--- src/rtl/key_debounce.sv ---
// Push-button conditioner: 2-flop synchronizer, stable-time debounce, and a
// press classifier that emits press/release edges plus short/long press pulses.
module key_debounce #(
  parameter int unsigned DEBOUNCE_CNT   = 32'd500000,
  parameter int unsigned LONG_CNT       = 32'd25000000,
  parameter bit          KEY_ACTIVE_LOW = 1'b1
) (
  input  logic clk_25m,
  input  logic rst,
  input  logic key_in,
  output logic key_state,
  output logic key_press,
  output logic key_release,
  output logic key_short,
  output logic key_long
);

  localparam logic        RELEASED_RAW = KEY_ACTIVE_LOW;
  localparam logic [31:0] DEB_LAST     = 32'(DEBOUNCE_CNT - 32'd1);
  localparam logic [31:0] LONG_LAST    = 32'(LONG_CNT - 32'd1);

  typedef enum logic [1:0] {
    IDLE      = 2'd0,
    PRESSED   = 2'd1,
    LONG_HELD = 2'd2
  } state_e;

  logic        sync1_q, sync2_q;
  logic        key_sync;
  logic [31:0] deb_cnt_q, deb_cnt_d;
  logic        key_state_q, key_state_d;
  logic        press_q, press_d;
  logic        release_q, release_d;
  logic        short_q, short_d;
  logic        long_q, long_d;
  state_e      state_q, state_d;
  logic [31:0] hold_q, hold_d;

  // Metastability guard; reset parks the chain at the released level
  always_ff @(posedge clk_25m) begin
    if (rst) begin
      sync1_q <= RELEASED_RAW;
      sync2_q <= RELEASED_RAW;
    end else begin
      sync1_q <= key_in;
      sync2_q <= sync1_q;
    end
  end

  assign key_sync = KEY_ACTIVE_LOW ? ~sync2_q : sync2_q;

  // Stable-time window: any disagreement run shorter than DEBOUNCE_CNT restarts
  always_comb begin
    deb_cnt_d   = deb_cnt_q;
    key_state_d = key_state_q;
    press_d     = 1'b0;
    release_d   = 1'b0;
    if (key_sync == key_state_q) begin
      deb_cnt_d = 32'd0;
    end else if (deb_cnt_q == DEB_LAST) begin
      deb_cnt_d   = 32'd0;
      key_state_d = ~key_state_q;
      press_d     = ~key_state_q;
      release_d   = key_state_q;
    end else begin
      deb_cnt_d = deb_cnt_q + 32'd1;
    end
  end

  // Press classifier; a release landing on the threshold cycle wins over key_long
  always_comb begin
    state_d = state_q;
    hold_d  = hold_q;
    short_d = 1'b0;
    long_d  = 1'b0;
    case (state_q)
      IDLE: begin
        if (press_d) begin
          state_d = PRESSED;
          hold_d  = 32'd0;
        end else begin
          state_d = IDLE;
        end
      end
      PRESSED: begin
        if (release_d) begin
          state_d = IDLE;
          short_d = 1'b1;
        end else if (hold_q == LONG_LAST) begin
          state_d = LONG_HELD;
          long_d  = 1'b1;
        end else if (key_state_q) begin
          hold_d = hold_q + 32'd1;
        end else begin
          hold_d = hold_q;
        end
      end
      LONG_HELD: begin
        if (release_d) begin
          state_d = IDLE;
        end else begin
          state_d = LONG_HELD;
        end
      end
      default: begin
        state_d = IDLE;
        hold_d  = 32'd0;
      end
    endcase
  end

  // State and registered output pulses
  always_ff @(posedge clk_25m) begin
    if (rst) begin
      deb_cnt_q   <= 32'd0;
      key_state_q <= 1'b0;
      press_q     <= 1'b0;
      release_q   <= 1'b0;
      short_q     <= 1'b0;
      long_q      <= 1'b0;
      state_q     <= IDLE;
      hold_q      <= 32'd0;
    end else begin
      deb_cnt_q   <= deb_cnt_d;
      key_state_q <= key_state_d;
      press_q     <= press_d;
      release_q   <= release_d;
      short_q     <= short_d;
      long_q      <= long_d;
      state_q     <= state_d;
      hold_q      <= hold_d;
    end
  end

  assign key_state   = key_state_q;
  assign key_press   = press_q;
  assign key_release = release_q;
  assign key_short   = short_q;
  assign key_long    = long_q;

endmodule

--- config.mk ---
export PLATFORM = sky130hd
export DESIGN_NAME = key_debounce
export DESIGN_NICKNAME = d
export VERILOG_FILES = /design/src/rtl/key_debounce.sv
export SDC_FILE = /design/constraint.sdc
export NUM_CORES = 1
export LEC_CHECK = 0
export BUFFER_PORTS_ARGS = -buffer_cell sky130_fd_sc_hd__buf_2
export CORE_MARGIN = 5
export CORE_UTILIZATION = 25
export CTS_BUF_LIST = sky130_fd_sc_hd__clkbuf_4 sky130_fd_sc_hd__clkbuf_8 sky130_fd_sc_hd__clkbuf_16
export CTS_CLUSTER_SIZE = 28
export DETAILED_ROUTE_END_ITERATION = 16
export HOLD_SLACK_MARGIN = 0.05
export SETUP_SLACK_MARGIN = 0.2
export SYNTH_ARGS = -nofsm -noshare
export SYNTH_HDL_FRONTEND = slang
export SYNTH_SLANG_ARGS = --single-unit
export TNS_END_PERCENT = 100
--- constraint.sdc ---
create_clock -name clk_25m -period 3.04 [get_ports clk_25m]
set_input_delay 0.456 -clock clk_25m [delete_from_list [all_inputs] [get_ports clk_25m]]
set_output_delay 0.456 -clock clk_25m [all_outputs]
set_load 0.02 [all_outputs]
Yosys cells after proc, flatten, opt, wreduce, memory -nomap -nowiden. Cells that the tools add are included.

Bits in registers: 73. Bits in latches: 0. Bits in writable memories: 0. ROM bits: 0. Logic and storage cells: 49. Memories: 0.

Add/subtract/negate cells: 2. Multipliers: 0. Divide/modulo/power cells: 0. Order comparisons: 0. Eq/ne operators: 10. Shift operators: 0. Multiplexer cells: 16. Bitwise gates (word level): 5. Reduce and logical (&&, ||, !) cells: 6.

Operators with widths (count): $mux 32 (4); $pmux 32 s3 (1); $add 32x1->32 const B (2); $eq 32x19->1 const B (1); $eq 32x25->1 const B (1); $ne 2x2->1 const B (4); $mux 1 (7); $mux 2 (3); $pmux 2 s3 (1); $reduce_or 3->1 (2); $not 1->1 (5); $reduce_and 5->1 (1); $ne 3x3->1 const B (1); $eq 2x1->1 const B (1); $eq 2x2->1 const B (1); $logic_not 2->1 (1); $reduce_and 2->1 (1); $reduce_or 2->1 (1); $eq 1x1->1 (1).

Depth between registers and ports, before layout.
Depth in word-level cells: 5. Depth in mapped cells: 10.

Worst setup path after synthesis. OpenSTA, ideal clock, no wires.

Path kind: register -> register. From: register deb_cnt_q[22]. To: register state_q[0]. Data arrival time: 2.287 ns. Slack: 0.682 ns. Cell stages (with the launch flop): 7. Path buffers: 0. Clock period less this slack: 2.358 ns. Cells stage by stage: dfxtp_1 -> or4_4 -> nor4_4 -> nand4_1 -> and3b_1 -> or4b_1 -> a21oi_1.

Word-level cells in the longest chain between the ends: 5.

Ends and longest elaborated chain: start: declaration (RTL line 30) `logic [31:0] deb_cnt_q, deb_cnt_d;`; start signal: assignment (RTL line 124) `deb_cnt_q <= deb_cnt_d;`; $eq 32x19->1 (*) (RTL line 60) `end else if (deb_cnt_q == DEB_LAST) begin`; $mux 1 (RTL line 60); $mux 1 (RTL line 58) `if (key_sync == key_state_q) begin`; $mux 2 / $mux 1 (equally long branches) (RTL line 86, 78); $pmux 2 s3 (RTL line 76) `case (state_q)`; end signal: assignment (RTL line 130) `state_q <= state_d;`; end: declaration (RTL line 36) `state_e state_q, state_d;`.

Mark *: on every way between the ends. The rest lies on a longest branch, timed or not. A chain may end at the register's enable or synchronous reset.

Worst setup path in the final report.
From: register deb_cnt_q[26]. To: register hold_q[8].

Word-level cells in the longest chain between the ends: 5.

Ends and longest elaborated chain: $eq 32x19->1 (*) (RTL line 60); $mux 1 (RTL line 60); $mux 1 (RTL line 58); $ne 2x2->1 (no source line); $reduce_and 5->1 (no source line) (*); end signal: assignment (RTL line 131) `hold_q <= hold_d;`; end: declaration (RTL line 37) `logic [31:0] hold_q, hold_d;`.

Marked as above.

==> flow_summary.ini <==
[logic_synthesis]
synth_cell_type_count = 55
synth_area_um2 = 3800
synth-seq-cells = 73
syn_area_per_cell_um2 = 8.08
synth-edff-count = 0
syn_inst = 470
yosysWarnings = 0
synth_top_area_cell = dfxtp_1
synth-main-ff-cell = dfxtp_1
synth_nets = 479
synthArstFlopShare_pct = 0
synth_top_area_share_pct = 38.5
seq_area_frac_synth_pct = 38.5
ys_top_cells_by_area = dfxtp_1, nand2_1, nor2_1

[power_and_ir_drop]
p_sw_mw = 0.434
p_clk_share_pct = 53.6
swShare_pct = 20.5
power.total_mw = 2.12
ir_drop_uv = 227
pwr-share-seq_pct = 45.4
p_comb_share_pct = 1.0
leakagePower_nw = 1.42
powerDensity_nw_per_um2 = 485
p_int_mw = 1.68

[final_layout]
drive_gt1_share_pct = 10.1
diodes = 0
syn_to_final_growth_pct = 14.9
finalNetCount = 481

[worst_setup_path]
max_stage_delay_ps = 540
r2r-start = deb_cnt_q[26]$_SDFF_PP0_
required_ps = 3330
critPathKind = flop to flop
cp-startpoint = deb_cnt_q[26]$_SDFF_PP0_
path_delay_family = simple AND/OR/NAND/NOR gates
r2r-end = hold_q[8]$_SDFFE_PP0P_
crit_path_end_kind = flop
reg2reg_depth = 7
crit_end = hold_q[8]$_SDFFE_PP0P_
path_max_fanout = 12
arrival_ps = 2940
slowest_stage = or4_4
cp_cell_sequence = or4_4 -> nor4_4 -> a31o_1 -> nand4_2 -> buf_4 -> o31ai_1 -> a21o_1
rrSetupSlack_ps = 390
cp_num_cells = 7
start_kind = flop
worstPathBufferInverterCount = 1

[global_routing]
grtUsageMet1_pct = 14.2
use_met3_pct = 2.34
gr-total-overflow = 0
grt_pass1_wl_um = 15800
antenna_found_initial = 0
globalRouteTotalUtil_pct = 10.6
busiest_layer = met2
grt_max_degree = 32
grt.met2_usage_pct = 16.2
first_global_vias = 3180

[floorplan]
initial_utilization_pct = 25.3
num_io_pins = 8
dieArea_um2 = 17800
die_h_um = 133
rows = 45
fp.dieW_um = 133
coreArea_um2 = 15000

[routing]
drt_wl_total_um = 9250
ant_nets = 0
first_pass_iters = 5
viasPerCell = 5.26
vias = 3500
drcViolationCount = 0
drtIter0Drc = 331
avgRoutedWirePerCell_um = 13.9

[clock_tree]
root_buffer = clkbuf_16
clock-sinks = 73
path_clk_slew_ps = 60
postCtsHoldBufs = 0
cts_inserted_buffers = 9
insertion_delay_ps = 340
clockBufferDepth = 2
cts_tree = built
cts_resized = 0
cts.htree.levels = 3
post_cts_buffers = 0

[sta]
max_freq_ghz = 0.377
finClkSkew_ps = 7.76
finalHoldViolations = 0
tns_ps = 0
fin_crit_ps = 2650
drv_slew = 0
finalCritPeriodShare_pct = 87.3
rsz0062_at_grt = no
tightest_slew_ps = 570
setup_viol = 0
slew_headroom_pct = 61.9

[placement]
portBuffers = 7
hpwl_um = 6570
gp_congestion = 0.963

[min_path]
hold_class = input pin to flop

[status]
status = completed

[job]
maxCapViolations = 0
sequential cells by signal (all words and copies together) (netlist names):
register     cells
hold_q          32
sync2_q          1
key_short        1
key_long         1
key_state        1
key_release      1
deb_cnt_q       32
state_q          2
key_press        1
sync1_q          1
synth_stat cells, drive strengths merged (6+ instances only):
library cell	number
a21oi	17
a31oi	8
and3	13
and4	9
clkbuf	23
dfxtp	73
ha	6
nand2	53
nand3	31
nand4	21
nor2	50
nor3	18
nor4	11
nor4b	7
o211ai	6
o21ai	19
o22a	6
or3	12
or4	6
xnor2	12
xor2	15
worst min path at each step:
stage | startpoint | endpoint | slack, ps | depth (start not counted)
floorplan | sync1_q$_SDFF_PP1_ | sync2_q$_SDFF_PP1_ | 390 | 1
detailed placement | sync1_q$_SDFF_PP1_ | sync2_q$_SDFF_PP1_ | 400 | 1
global route | key_in | sync1_q$_SDFF_PP1_ | 340 | 2
CTS | key_in | sync1_q$_SDFF_PP1_ | 340 | 2
global placement | sync1_q$_SDFF_PP1_ | sync2_q$_SDFF_PP1_ | 400 | 1
finish | key_in | sync1_q$_SDFF_PP1_ | 330 | 2
metal layers:
layer / routed length (um) / part of all wire (%)
met5: 0 / 0
met3: 505 / 5.5
met4: 242 / 2.6
met1: 4380 / 47
met2: 4120 / 44
power groups by stage:
stage	clock, mW	combinational, mW	sequential (mW)
2_1_floorplan	0	0.0133	0.980
3_3_place_gp	0	0.0219	0.981
3_5_place_dp	0	0.0217	0.981
4_1_cts	1.16	0.0217	0.959
5_1_grt	1.20	0.0239	0.959
6_report	1.13	0.0215	0.960
cells by family after synthesis:
group / count (synthesis) / share of synthesized area, %
AO/OA/AOI/OAI: 79 / 13.6
XOR/XNOR: 27 / 6.23
adder cells (fa/ha/maj): 6 / 1.98
buffers and inverters: 33 / 3.49
flip-flops: 73 / 38.5
multiplexers: 2 / 0.560
AND/OR/NAND/NOR: 250 / 35.6
worst reg2reg max path: stages, from the launching register on:
cell and delay (ps):
dfxtp_1 350, or4_4 540, nor4_4 460, a31o_1 420, nand4_2 240, buf_4 250
o31ai_1 240, a21o_1 100
final cells by class:
class,instances,area [um2]
fill,1565,10700
multi-input combinational,364,2200
sequential,73,1460
tap,188,235
clock buffer,9,225
timing repair buffer,19,125
clock inverter,7,95.1
inverter,5,18.8
per-stage QoR:
stage	setup slack, ps	std cells	utilization, %	hold slack (ps)	cell area [um2]
after global routing	201	665	29.0	338	4360
after detailed placement	416	649	26.9	402	4040
after CTS	393	665	29.0	340	4360
after global placement	450	649	26.9	399	4040
after floorplan	682	470	-	389	3800
final	386	665	29.0	333	4360
cell usage in the layout (no fill, tap or decap), types with 15 or more instances in the layout:
cell / Yosys / layout
a21oi_1: 16 / 16
dfxtp_1: 73 / 73
nand2_1: 53 / 53
nand3_1: 31 / 31
nand4_1: 19 / 19
nor2_1: 50 / 50
nor3_1: 18 / 18
o21ai_0: 17 / 17
xor2_1: 15 / 15
No activity file was read; power rests on OpenSTA's default activity.
